`config.mk`:
```
export PLATFORM = sky130hd
export DESIGN_NAME = oam_scan_flat
export DESIGN_NICKNAME = d
export VERILOG_FILES = /design/src/rtl/gb_ppu_pkg.sv /design/src/rtl/oam_scan_if.sv /design/src/rtl/oam_scan_sprite_buffer.sv /design/src/rtl/oam_scan.sv /design/src/flat_wrapper.sv
export SDC_FILE = /design/constraint.sdc
export NUM_CORES = 1
export LEC_CHECK = 0
export BUFFER_PORTS_ARGS = -buffer_cell sky130_fd_sc_hd__buf_2
export CORE_ASPECT_RATIO = 0.8
export CORE_MARGIN = 2
export CORE_UTILIZATION = 60
export CTS_CLUSTER_DIAMETER = 150
export DETAILED_ROUTE_END_ITERATION = 6
export PLACE_DENSITY = 0.79
export SLEW_MARGIN = 20
export SYNTH_ARGS = -nofsm -noshare
export SYNTH_HDL_FRONTEND = slang
export SYNTH_HIERARCHICAL = 1
export SYNTH_SLANG_ARGS = --single-unit
```
`constraint.sdc`:
```
create_clock -name clk -period 6.3 [get_ports clk]
set_input_delay 0.63 -clock clk [delete_from_list [all_inputs] [get_ports clk]]
set_output_delay 0.63 -clock clk [all_outputs]
set_load 0.01 [all_outputs]
```
`src/rtl/gb_ppu_pkg.sv`:
```
// Shared PPU types and sizes: OAM geometry, the selected-sprite entry and the mode-2 scan states.
package gb_ppu_pkg;

    localparam int OAM_ENTRIES     = 40;
    localparam int MAX_SPRITES     = 10;
    localparam int OAM_SCAN_BYTES  = 2 * OAM_ENTRIES;   // Y and X byte of every entry
    localparam int SCAN_LAST_CYCLE = OAM_SCAN_BYTES + 1; // cycle holding entry 39's X data

    typedef struct packed {
        logic [7:0] x;
        logic [5:0] idx;
        logic [3:0] row;
    } sprite_entry_t;

    typedef enum logic [1:0] {
        IDLE,
        SCAN,
        DONE
    } oam_scan_state_t;

    // Scan byte j walks Y,X of each entry: OAM address 4*(j>>1) + (j&1).
    function automatic logic [7:0] oam_byte_addr(input logic [6:0] j);
        return {j[6:1], 1'b0, j[0]};
    endfunction

endpackage

```
`src/rtl/oam_scan_if.sv`:
```
// OAM read port as seen by the mode-2 scanner (master) and the OAM memory (slave).
interface oam_scan_if;
    logic       oam_en;
    logic [7:0] oam_addr;
    logic [7:0] oam_din;

    modport master (output oam_en, output oam_addr, input oam_din);
    modport slave  (input oam_en, input oam_addr, output oam_din);
endinterface

```
`src/rtl/oam_scan_sprite_buffer.sv`:
```
// Selected-sprite register file: one write port, one combinational read port, synchronous clear.
module sprite_buffer
    import gb_ppu_pkg::*;
(
    input  logic          clk,
    input  logic          reset,
    input  logic          clr,
    input  logic          we,
    input  logic [3:0]    wr_sel,
    input  sprite_entry_t wr_data,
    input  logic [3:0]    rd_sel,
    output sprite_entry_t rd_data
);

    sprite_entry_t entries [MAX_SPRITES];

    genvar gi;
    generate
        for (gi = 0; gi < MAX_SPRITES; gi++) begin : gen_entry
            sprite_entry_t entry_q;

            always_ff @(posedge clk) begin
                if (reset || clr) begin
                    entry_q <= '0;
                end else if (we && (wr_sel == 4'(gi))) begin
                    entry_q <= wr_data;
                end
            end

            assign entries[gi] = entry_q;
        end
    endgenerate

    // Indices past the last slot read as an empty entry.
    always_comb begin
        rd_data = '0;
        if (rd_sel < 4'(MAX_SPRITES)) begin
            rd_data = entries[rd_sel];
        end
    end

endmodule

```
`src/rtl/oam_scan.sv`:
```
// PPU mode-2 sprite search: streams OAM Y/X bytes and keeps the first 10 sprites on the scanline.
// Optional OAM_SCAN_HIT_TOTAL_EN adds hit_total, a count of every hitting entry including dropped ones.
module oam_scan
    import gb_ppu_pkg::*;
(
    input  logic        clk,
    input  logic        reset,
    input  logic        start,
    input  logic [7:0]  ly,
    input  logic        obj_size,
    oam_scan_if.master  oam,
    output logic        busy,
    output logic        done,
    output logic [3:0]  sprite_count,
    input  logic [3:0]  rd_sel,
    output logic [7:0]  rd_x,
    output logic [5:0]  rd_oam_idx,
    output logic [3:0]  rd_row
`ifdef OAM_SCAN_HIT_TOTAL_EN
    ,
    output logic [5:0]  hit_total
`endif
);

    oam_scan_state_t state_q;
    logic [6:0]      cnt_q;       // cycles since start; byte cnt_q-2 is on oam_din
    logic [7:0]      ly_q;
    logic            size_q;
    logic [7:0]      y_q;
    logic            oam_en_q;
    logic [7:0]      oam_addr_q;
    logic            busy_q;
    logic            done_q;
    logic [3:0]      count_q;
`ifdef OAM_SCAN_HIT_TOTAL_EN
    logic [5:0]      hit_total_q;
`endif

    logic            y_cycle;
    logic            x_cycle;
    logic [5:0]      entry_idx;
    logic [8:0]      diff;
    logic            hit;
    logic            wr_en;
    sprite_entry_t   wr_entry;
    sprite_entry_t   rd_entry;

    // Even cycles carry Y data, odd cycles from 3 on carry the matching X data.
    assign y_cycle   = (state_q == SCAN) && !cnt_q[0] && (cnt_q >= 7'd2);
    assign x_cycle   = (state_q == SCAN) &&  cnt_q[0] && (cnt_q >= 7'd3);
    assign entry_idx = 6'((cnt_q - 7'd3) >> 1);

    // Wraps mod 512, so Y=0 and Y>=160 fall outside the window for visible lines.
    assign diff     = {1'b0, ly_q} + 9'd16 - {1'b0, y_q};
    assign hit      = size_q ? (diff < 9'd16) : (diff < 9'd8);
    assign wr_en    = x_cycle && hit && (count_q < 4'(MAX_SPRITES));
    assign wr_entry = '{x: oam.oam_din, idx: entry_idx, row: diff[3:0]};

    always_ff @(posedge clk) begin
        if (reset) begin
            state_q    <= IDLE;
            cnt_q      <= '0;
            ly_q       <= '0;
            size_q     <= 1'b0;
            y_q        <= '0;
            oam_en_q   <= 1'b0;
            oam_addr_q <= '0;
            busy_q     <= 1'b0;
            done_q     <= 1'b0;
            count_q    <= '0;
`ifdef OAM_SCAN_HIT_TOTAL_EN
            hit_total_q <= '0;
`endif
        end else if (start) begin
            state_q    <= SCAN;
            cnt_q      <= 7'd1;
            ly_q       <= ly;
            size_q     <= obj_size;
            y_q        <= '0;
            oam_en_q   <= 1'b1;
            oam_addr_q <= oam_byte_addr(7'd0);
            busy_q     <= 1'b1;
            done_q     <= 1'b0;
            count_q    <= '0;
`ifdef OAM_SCAN_HIT_TOTAL_EN
            hit_total_q <= '0;
`endif
        end else begin
            case (state_q)
                IDLE: begin
                    done_q <= 1'b0;
                end
                SCAN: begin
                    cnt_q <= cnt_q + 7'd1;
                    if (cnt_q < 7'(OAM_SCAN_BYTES)) begin
                        oam_en_q   <= 1'b1;
                        oam_addr_q <= oam_byte_addr(cnt_q);
                    end else begin
                        oam_en_q   <= 1'b0;
                        oam_addr_q <= '0;
                    end
                    if (y_cycle) begin
                        y_q <= oam.oam_din;
                    end
                    if (wr_en) begin
                        count_q <= count_q + 4'd1;
                    end
`ifdef OAM_SCAN_HIT_TOTAL_EN
                    if (x_cycle && hit) begin
                        hit_total_q <= hit_total_q + 6'd1;
                    end
`endif
                    if (cnt_q == 7'(SCAN_LAST_CYCLE)) begin
                        state_q <= DONE;
                        cnt_q   <= '0;
                        busy_q  <= 1'b0;
                        done_q  <= 1'b1;
                    end
                end
                DONE: begin
                    state_q <= IDLE;
                    done_q  <= 1'b0;
                end
                default: begin
                    state_q <= IDLE;
                end
            endcase
        end
    end

    sprite_buffer u_sprite_buffer (
        .clk     (clk),
        .reset   (reset),
        .clr     (start),
        .we      (wr_en),
        .wr_sel  (count_q),
        .wr_data (wr_entry),
        .rd_sel  (rd_sel),
        .rd_data (rd_entry)
    );

    assign oam.oam_en   = oam_en_q;
    assign oam.oam_addr = oam_addr_q;
    assign busy         = busy_q;
    assign done         = done_q;
    assign sprite_count = count_q;
    assign rd_x         = rd_entry.x;
    assign rd_oam_idx   = rd_entry.idx;
    assign rd_row       = rd_entry.row;
`ifdef OAM_SCAN_HIT_TOTAL_EN
    assign hit_total    = hit_total_q;
`endif

endmodule

```
`src/flat_wrapper.sv`:
```
// flat-port wrapper written by rule: the top's interface ports become plain ports
module oam_scan_flat import gb_ppu_pkg::*;
  (clk, reset, start, ly, obj_size, busy, done, sprite_count, rd_sel, rd_x, rd_oam_idx, rd_row, oam_oam_en, oam_oam_addr, oam_oam_din);
  oam_scan_if oam_i ();
  input  logic clk;
  input  logic reset;
  input  logic start;
  input  logic [7:0] ly;
  input  logic obj_size;
  output logic busy;
  output logic done;
  output logic [3:0] sprite_count;
  input  logic [3:0] rd_sel;
  output logic [7:0] rd_x;
  output logic [5:0] rd_oam_idx;
  output logic [3:0] rd_row;
  output wire logic [$bits(oam_i.oam_en)-1:0] oam_oam_en;
  output wire logic [$bits(oam_i.oam_addr)-1:0] oam_oam_addr;
  input wire logic [$bits(oam_i.oam_din)-1:0] oam_oam_din;
  assign oam_oam_en = oam_i.oam_en;
  assign oam_oam_addr = oam_i.oam_addr;
  assign oam_i.oam_din = oam_oam_din;
  oam_scan u_core (.clk(clk), .reset(reset), .start(start), .ly(ly), .obj_size(obj_size), .oam(oam_i), .busy(busy), .done(done), .sprite_count(sprite_count), .rd_sel(rd_sel), .rd_x(rd_x), .rd_oam_idx(rd_oam_idx), .rd_row(rd_row));
endmodule
```
==> summary.txt, run 1 <==
Status
  • Outcome: finished clean

Die
  • Initial Util: 61.3%
  • Die height: 120 microns
  • Num ports: 57
  • Chip width: 149 microns
  • Die ar.: about 18000 sq um
  • Site row count: 42
  • Core footprint: 16600 sq um

Logic synthesis
  • Synth top cells by count: nand2_1, dfxtp_1, a21oi_1
  • EDFF count, synth: 0
  • Synth async-reset ratio: 0%
  • Synth Cell Area: 10100 sq um
  • Synthesis-stage register bit count: 220
  • Yosys warnings: 6
  • Top-count cell post-synth: nand2_1
  • Yosys cell types: 58
  • Synth Area per Inst: about 8 sq um
  • Top-area cell type share of the netlist area: a little over two fifths
  • Post-synth top area cell: dfxtp_1
  • Sequential share of the synthesized area: 43.4%
  • Main flop type after synthesis: dfxtp_1
  • Mapped Cells: 1266
  • Synth top area cells: dfxtp_1, nand2_1, a21oi_1
  • Syn_nets: 1310

Min path
  • Worst hold path class: in -> reg
  • Worst hold path endpoint: u_core/ly_q[1]
  • HP Start: ly[1]
  • WHS Path Cells: 3

Clocking
  • Hold Buf Count CTS: 0
  • Clk buf depth: 3
  • Clock latency on the worst-skew pair: 0.51 ns
  • CTS buffer count: 22
  • CTS H-tree lvls: 1
  • CTS tree: built
  • PostCTS Resize Cnt: 0
  • CTS Sinks: 220
  • CTS root buf: clkbuf_16
  • CTS clk-pin slew, worst paths: 0.06 ns
  • Setup Fix Bufs, Post-CTS: 0

STA
  • Final period util: 74.7%
  • FMAX: around 0.21 GHz
  • Slew HR: slightly above 20%
  • Clk_skew: 0.0124 ns
  • Fin crit period: 4.71 ns
  • RSZ-0062 raised after global routing: false
  • Worst Max-Slew Pin Slew: 1.19 ns
  • Setup-failing EPs final: 0
  • Slew Limit Fails: 0
  • TNS Setup: 0 ns
  • Final hold viol count: 0

Pwr
  • Leak: 3.78 nW
  • Power Density: 265 nW/um^2
  • Register share of total power: approximately half
  • Sw power: 0.681 mW
  • Combinational share of power: 6.4%
  • Clock power share: about 45%
  • Cell Int Power: 2.21 mW
  • Peak VDD IR: 0.184 mV
  • Sw frac: 23.6%

Global route
  • Initial antenna violation count: 0
  • Vias in the first global route: 8114
  • GR Overflow Total: 0
  • GRT Total Usage: between 30% and 40%
  • First-pass GRT wire length: 43600 microns
  • Largest net degree at the start of global routing: 99

Detailed routing
  • Initial DRC Count: just over 900
  • Pre-Repair DR Iteration Count: 7
  • Vias: roughly 8900
  • Routed WL: 27800 microns
  • # DRC: 0
  • Routed Antenna Nets: 0
  • Vias per inst: 6.01
  • Wire per inst: 18.9 microns

Place
  • Placed cell count: about 1400
  • Post-DP HPWL: ~16000 microns
  • Placer congestion estimate: 0.825
  • Buffers on Ports: 55

Critical path
  • Worst R2R End: u_core/u_sprite_buffer/entries[117]
  • Crit start category: register
  • Critical path data arrival time: 5.12 ns
  • CP max FO: 18
  • CP Launch Point: u_core/y_q[1]
  • Flop2flop setup slack: 1.59 ns
  • Worst-case reg-to-reg path depth: 13
  • WS Path Type: reg -> reg
  • Setup crit end kind: register
  • R2r startpoint: u_core/y_q[1]
  • Worst EP required: 6.71 ns

Finish
  • N_diodes: 0
  • Fill count: 1398
  • Synthesis-to-finish area growth: 7.25%
  • Filler-free cell count of the finished design: 1473
  • Layout cells sized above 1: 10.5%
  • Final nets: ~1300

Run
  • Max-Cap Viols: 0
## kinds of logic (layout without fill, tap and decap cells)
| kind of cell | Yosys count | after routing | synth area share [%] |
|---|---|---|---|
| xor gates and xnor gates | 12 | 12 | 1.04 |
| other | 1 | 1 | 0.0369 |
| buffers and inverters | 127 | 114 | 6.27 |
| and+or+nand+nor | 509 | 509 | 21.3 |
| adders and majority gates | 20 | 20 | 2.54 |
| DFF | 220 | 220 | 43.4 |
| AOI/OAI and AO/OA | 283 | 283 | 15.8 |
| muxes | 94 | 94 | 9.69 |
## power by group through the flow
| stage | Combinational [mW] | Sequential, mW | Clock [mW] |
|---|---|---|---|
| 4_1_cts | 0.180 | 1.40 | 1.32 |
| 3_5_place_dp | 0.179 | 1.43 | 0 |
| 6_report | 0.185 | 1.40 | 1.30 |
| 3_3_place_gp | 0.177 | 1.43 | 0 |
| 5_1_grt | 0.197 | 1.40 | 1.38 |
| 2_1_floorplan | 0.134 | 1.43 | 0 |
## final cells by class
| type | count | area, sq um | share of cell area (%) |
|---|---|---|---|
| Sequential cell | 220 | 4400 | 40.5 |
| Tap cell | 220 | 275 | 2.53 |
| Timing Repair Buffer | 58 | 300 | 2.76 |
| Multi-Input combinational cell | 919 | 5120 | 47.0 |
| Clock buffer | 32 | 689 | 6.33 |
| Clock inverter | 6 | 32.5 | 0.299 |
| Inverter | 18 | 67.6 | 0.621 |
## layout by cell type, fill, tap and decap left out, drive strengths merged, types with 5 or more instances in the layout
cell and instances:
or3 5, mux2i 87, inv 18, o21ai 14
nand3b 5, nand2b 5, clkinv 5, a22oi 8
nand2 378, a211oi 7, nor2 62, o22ai 33
clkbuf 32, nor2b 7, nand3 8, xor2 9
ha 19, buf 58, dfxtp 220, nor3 10
a21oi 204, or2 6
## metal layers
layer	GRT usage [%]	wire length (microns)	part of all wire, %
met5	0	0	0
met4	10.5	717	2.6
met2	47.9	12700	46
met3	5.28	2380	8.6
met1	42.8	12000	43
## sequential cells by signal (all words and copies together) (netlist names)
name / cells
u_core/y_q: 8
u_core/done: 1
u_core/sprite_count: 4
u_core/cnt_q: 7
u_core/state_q: 2
u_core/oam.oam_addr: 7
u_core/u_sprite_buffer/entries: 180
u_core/ly_q: 8
u_core/oam.oam_en: 1
u_core/busy: 1
u_core/size_q: 1
## critical path, stage by stage, from the launching register on
cell and delay [ns]:
dfxtp_1 0.31, inv_1 0.05, ha_1 0.27, ha_1 0.23, fa_1 0.41, xor2_1 0.32, a2111oi_4 0.42, nand3_1 0.15
or4_4 0.56, nor2_1 0.28, nor3b_4 0.41, and3_1 0.84, nand2_1 0.16, a21oi_1 0.20
## per-stage QoR
stage	hold WS, ns	worst slack, ns	instance area, sq um	util, %	power [mW]
after global routing	0.368	1.41	10900	65.8	2.98
after detailed placement	0.445	1.77	10200	61.4	1.61
after CTS	0.351	1.68	10900	65.8	2.90
after global placement	0.439	1.90	10200	61.4	1.61
final	0.361	1.59	10900	65.8	2.89
after floorplan	0.432	2.59	10100	-	1.57
## how the worst max path moves through the flow
stage               slack, ns  cells past startpoint                                  end
floorplan                2.59                     15   u_core/u_sprite_buffer/entries[24]
global placement         1.90                     13  u_core/u_sprite_buffer/entries[152]
detailed placement       1.77                     13  u_core/u_sprite_buffer/entries[110]
CTS                      1.68                     13  u_core/u_sprite_buffer/entries[117]
global route             1.41                     13  u_core/u_sprite_buffer/entries[117]
finish                   1.59                     13  u_core/u_sprite_buffer/entries[117]
(Power assumes the default switching activity.)
==> inputs of run 2 (changes only) <==
clock period = 4.65 ns   (was 6.3 ns; I/O delays follow)
==> summary.txt, run 2 (synthesis results as in run 1) <==
Status
  • Outcome: finished clean

Die
  • Initial Util: 61.3%
  • Core footprint: roughly 17000 sq um
  • Num ports: 57
  • Die height: 120 microns
  • Die ar.: roughly 18000 sq um
  • Chip width: 149 microns
  • Site row count: 42

Critical path
  • Setup crit end kind: register
  • CP Cell Sequence: inv_1 -> ha_1 -> ha_1 -> fa_1 -> xor2_1 -> a2111oi_4 -> nand3_1 -> or4_4 -> nor2_1 -> nand3b_1 -> or3_1 -> nand2_1 -> a21oi_1
  • R2r startpoint: u_core/y_q[1]
  • CP most frequent cell: ha_1
  • Worst EP required: 4.99 ns
  • Critical path's largest stage delay: 0.66 ns
  • Crit path buf inv count: 1
  • Worst path slowest cell: or3_1
  • CP max FO: 18
  • WS Path Type: reg -> reg
  • Worst R2R End: u_core/u_sprite_buffer/entries[29]
  • CP Launch Point: u_core/y_q[1]
  • Critical path data arrival time: 4.49 ns
  • Worst-case reg-to-reg path depth: 13
  • Crit start category: register
  • Crit path max-delay family: simple AND/OR/NAND/NOR gates
  • Flop2flop setup slack: about 0.5 ns

Pwr
  • Sw power: 0.909 mW
  • Total Power: approximately 3.9 mW
  • Peak VDD IR: 0.202 mV
  • Sw frac: between 20% and 30%
  • Leak: 3.91 nW
  • Cell Int Power: between 2 and 3 mW
  • Combinational share of power: 6.5%
  • Power Density: 349 nW/um^2
  • Clock power share: 44.5%
  • Register share of total power: about half

Clocking
  • Clock latency on the worst-skew pair: approximately 0.5 ns
  • CTS clk-pin slew, worst paths: 0.06 ns
  • Hold Buf Count CTS: 0
  • PostCTS Resize Cnt: 0
  • Setup Fix Bufs, Post-CTS: 0
  • CTS H-tree lvls: 1
  • CTS tree: built
  • CTS root buf: clkbuf_16
  • Clk buf depth: 3
  • CTS Sinks: between 200 and 250
  • CTS buffer count: 22

Detailed routing
  • Vias per inst: 5.92
  • Routed WL: between 20000 and 30000 microns
  • Pre-Repair DR Iteration Count: 5
  • # DRC: 0
  • Wire per inst: 18.3 microns
  • Routed Antenna Nets: 0
  • Initial DRC Count: between 700 and 800
  • Vias: 8875

Finish
  • Layout cells sized above 1: 12.2%
  • Multi-input logic area: 5120 sq um
  • N_diodes: 0
  • Synthesis-to-finish area growth: 9.38%
  • Final Core Density: about two thirds
  • Filler-free cell count of the finished design: 1500
  • Fill count: 1376
  • Max FFs per register: 180
  • Most frequent cells in the layout: nand2_1, dfxtp_1, a21oi_1
  • Final nets: 1309
  • Commonest non-fill, non-tap cell in the layout: nand2_1
  • Reg area: roughly 4400 sq um
  • Final instance area: roughly 11000 sq um

Global route
  • Vias in the first global route: 8451
  • Largest net degree at the start of global routing: 104
  • GRT Total Usage: 30.5%
  • GR Overflow Total: 0
  • Initial antenna violation count: 0
  • First-pass GRT wire length: 43800 microns

STA
  • RSZ-0062 raised after global routing: false
  • Final period util: 89.3%
  • FMAX: between 0.2 and 0.25 GHz
  • Setup-failing EPs final: 0
  • Fin crit period: 4.15 ns
  • Clk_skew: 0.00814 ns
  • Worst Max-Slew Pin Slew: 1.14 ns
  • Final hold viol count: 0
  • TNS Setup: 0 ns
  • Final worst slack: 0.499 ns
  • Hold_ws: 0.205 ns
  • Slew Limit Fails: 0
  • Slew HR: a little under a quarter

Min path
  • WHS Path Cells: 3
  • Worst hold path endpoint: u_core/size_q
  • Worst hold path class: in -> reg
  • HP Start: obj_size

Place
  • Post-DP HPWL: 17200 microns
  • Dpl cell area: 10400 sq um
  • Pre-CTS setup slack: 0.544 ns
  • Placed cell count: 1461
  • Buffers on Ports: 55
  • Placer congestion estimate: 0.812

Run
  • Max-Cap Viols: 0
## run 2: cell type report
type,instances,share of cell area [%]
clock buffers,33,6.06
clock inverters,6,0.293
inverters,18,0.609
well taps,220,2.48
multi-input cells,919,46.1
flip-flops and latches,220,39.7
repair buffers,84,4.80
## run 2: how the worst max path moves through the flow
stage | slack, ns | end | depth (start not counted)
2_1_floorplan | 0.94 | u_core/u_sprite_buffer/entries[24] | 15
3_3_place_gp | 0.65 | u_core/u_sprite_buffer/entries[30] | 13
3_5_place_dp | 0.54 | u_core/u_sprite_buffer/entries[29] | 13
4_1_cts | 0.53 | u_core/u_sprite_buffer/entries[29] | 13
5_1_grt | 0.24 | u_core/u_sprite_buffer/entries[29] | 13
6_report | 0.50 | u_core/u_sprite_buffer/entries[29] | 13
## run 2: metal layers
| metal | vias to the layer above | track usage, % | wire length [microns] |
|---|---|---|---|
| met1 | 4223 | 41.5 | 12000 |
| met3 | 76 | 4.08 | 1880 |
| met5 | - | 0 | 0 |
| met4 | 0 | 11.3 | 874 |
| li1 | 4256 | - | - |
| met2 | 320 | 49.9 | 12700 |
## run 2: worst register-to-register path: cells and delay by family, from the launching register on
| kind | cells | cell delay, ns |
|---|---|---|
| flip-flops | 1 | 0.31 |
| AND/OR/NAND/NOR | 6 | 2.05 |
| XOR/XNOR | 1 | 0.23 |
| buffers and inverters | 1 | 0.05 |
| AO/OA/AOI/OAI | 2 | 0.44 |
| adder cells (fa/ha/maj) | 3 | 0.91 |
## run 2: power by group through the flow
stage               combinational, mW  sequential (mW)  clock [mW]
floorplan                       0.181             1.94           0
global placement                0.245             1.94           0
detailed placement              0.247             1.94           0
CTS                             0.248             1.90        1.74
global route                    0.269             1.90        1.83
finish                          0.252             1.90        1.73
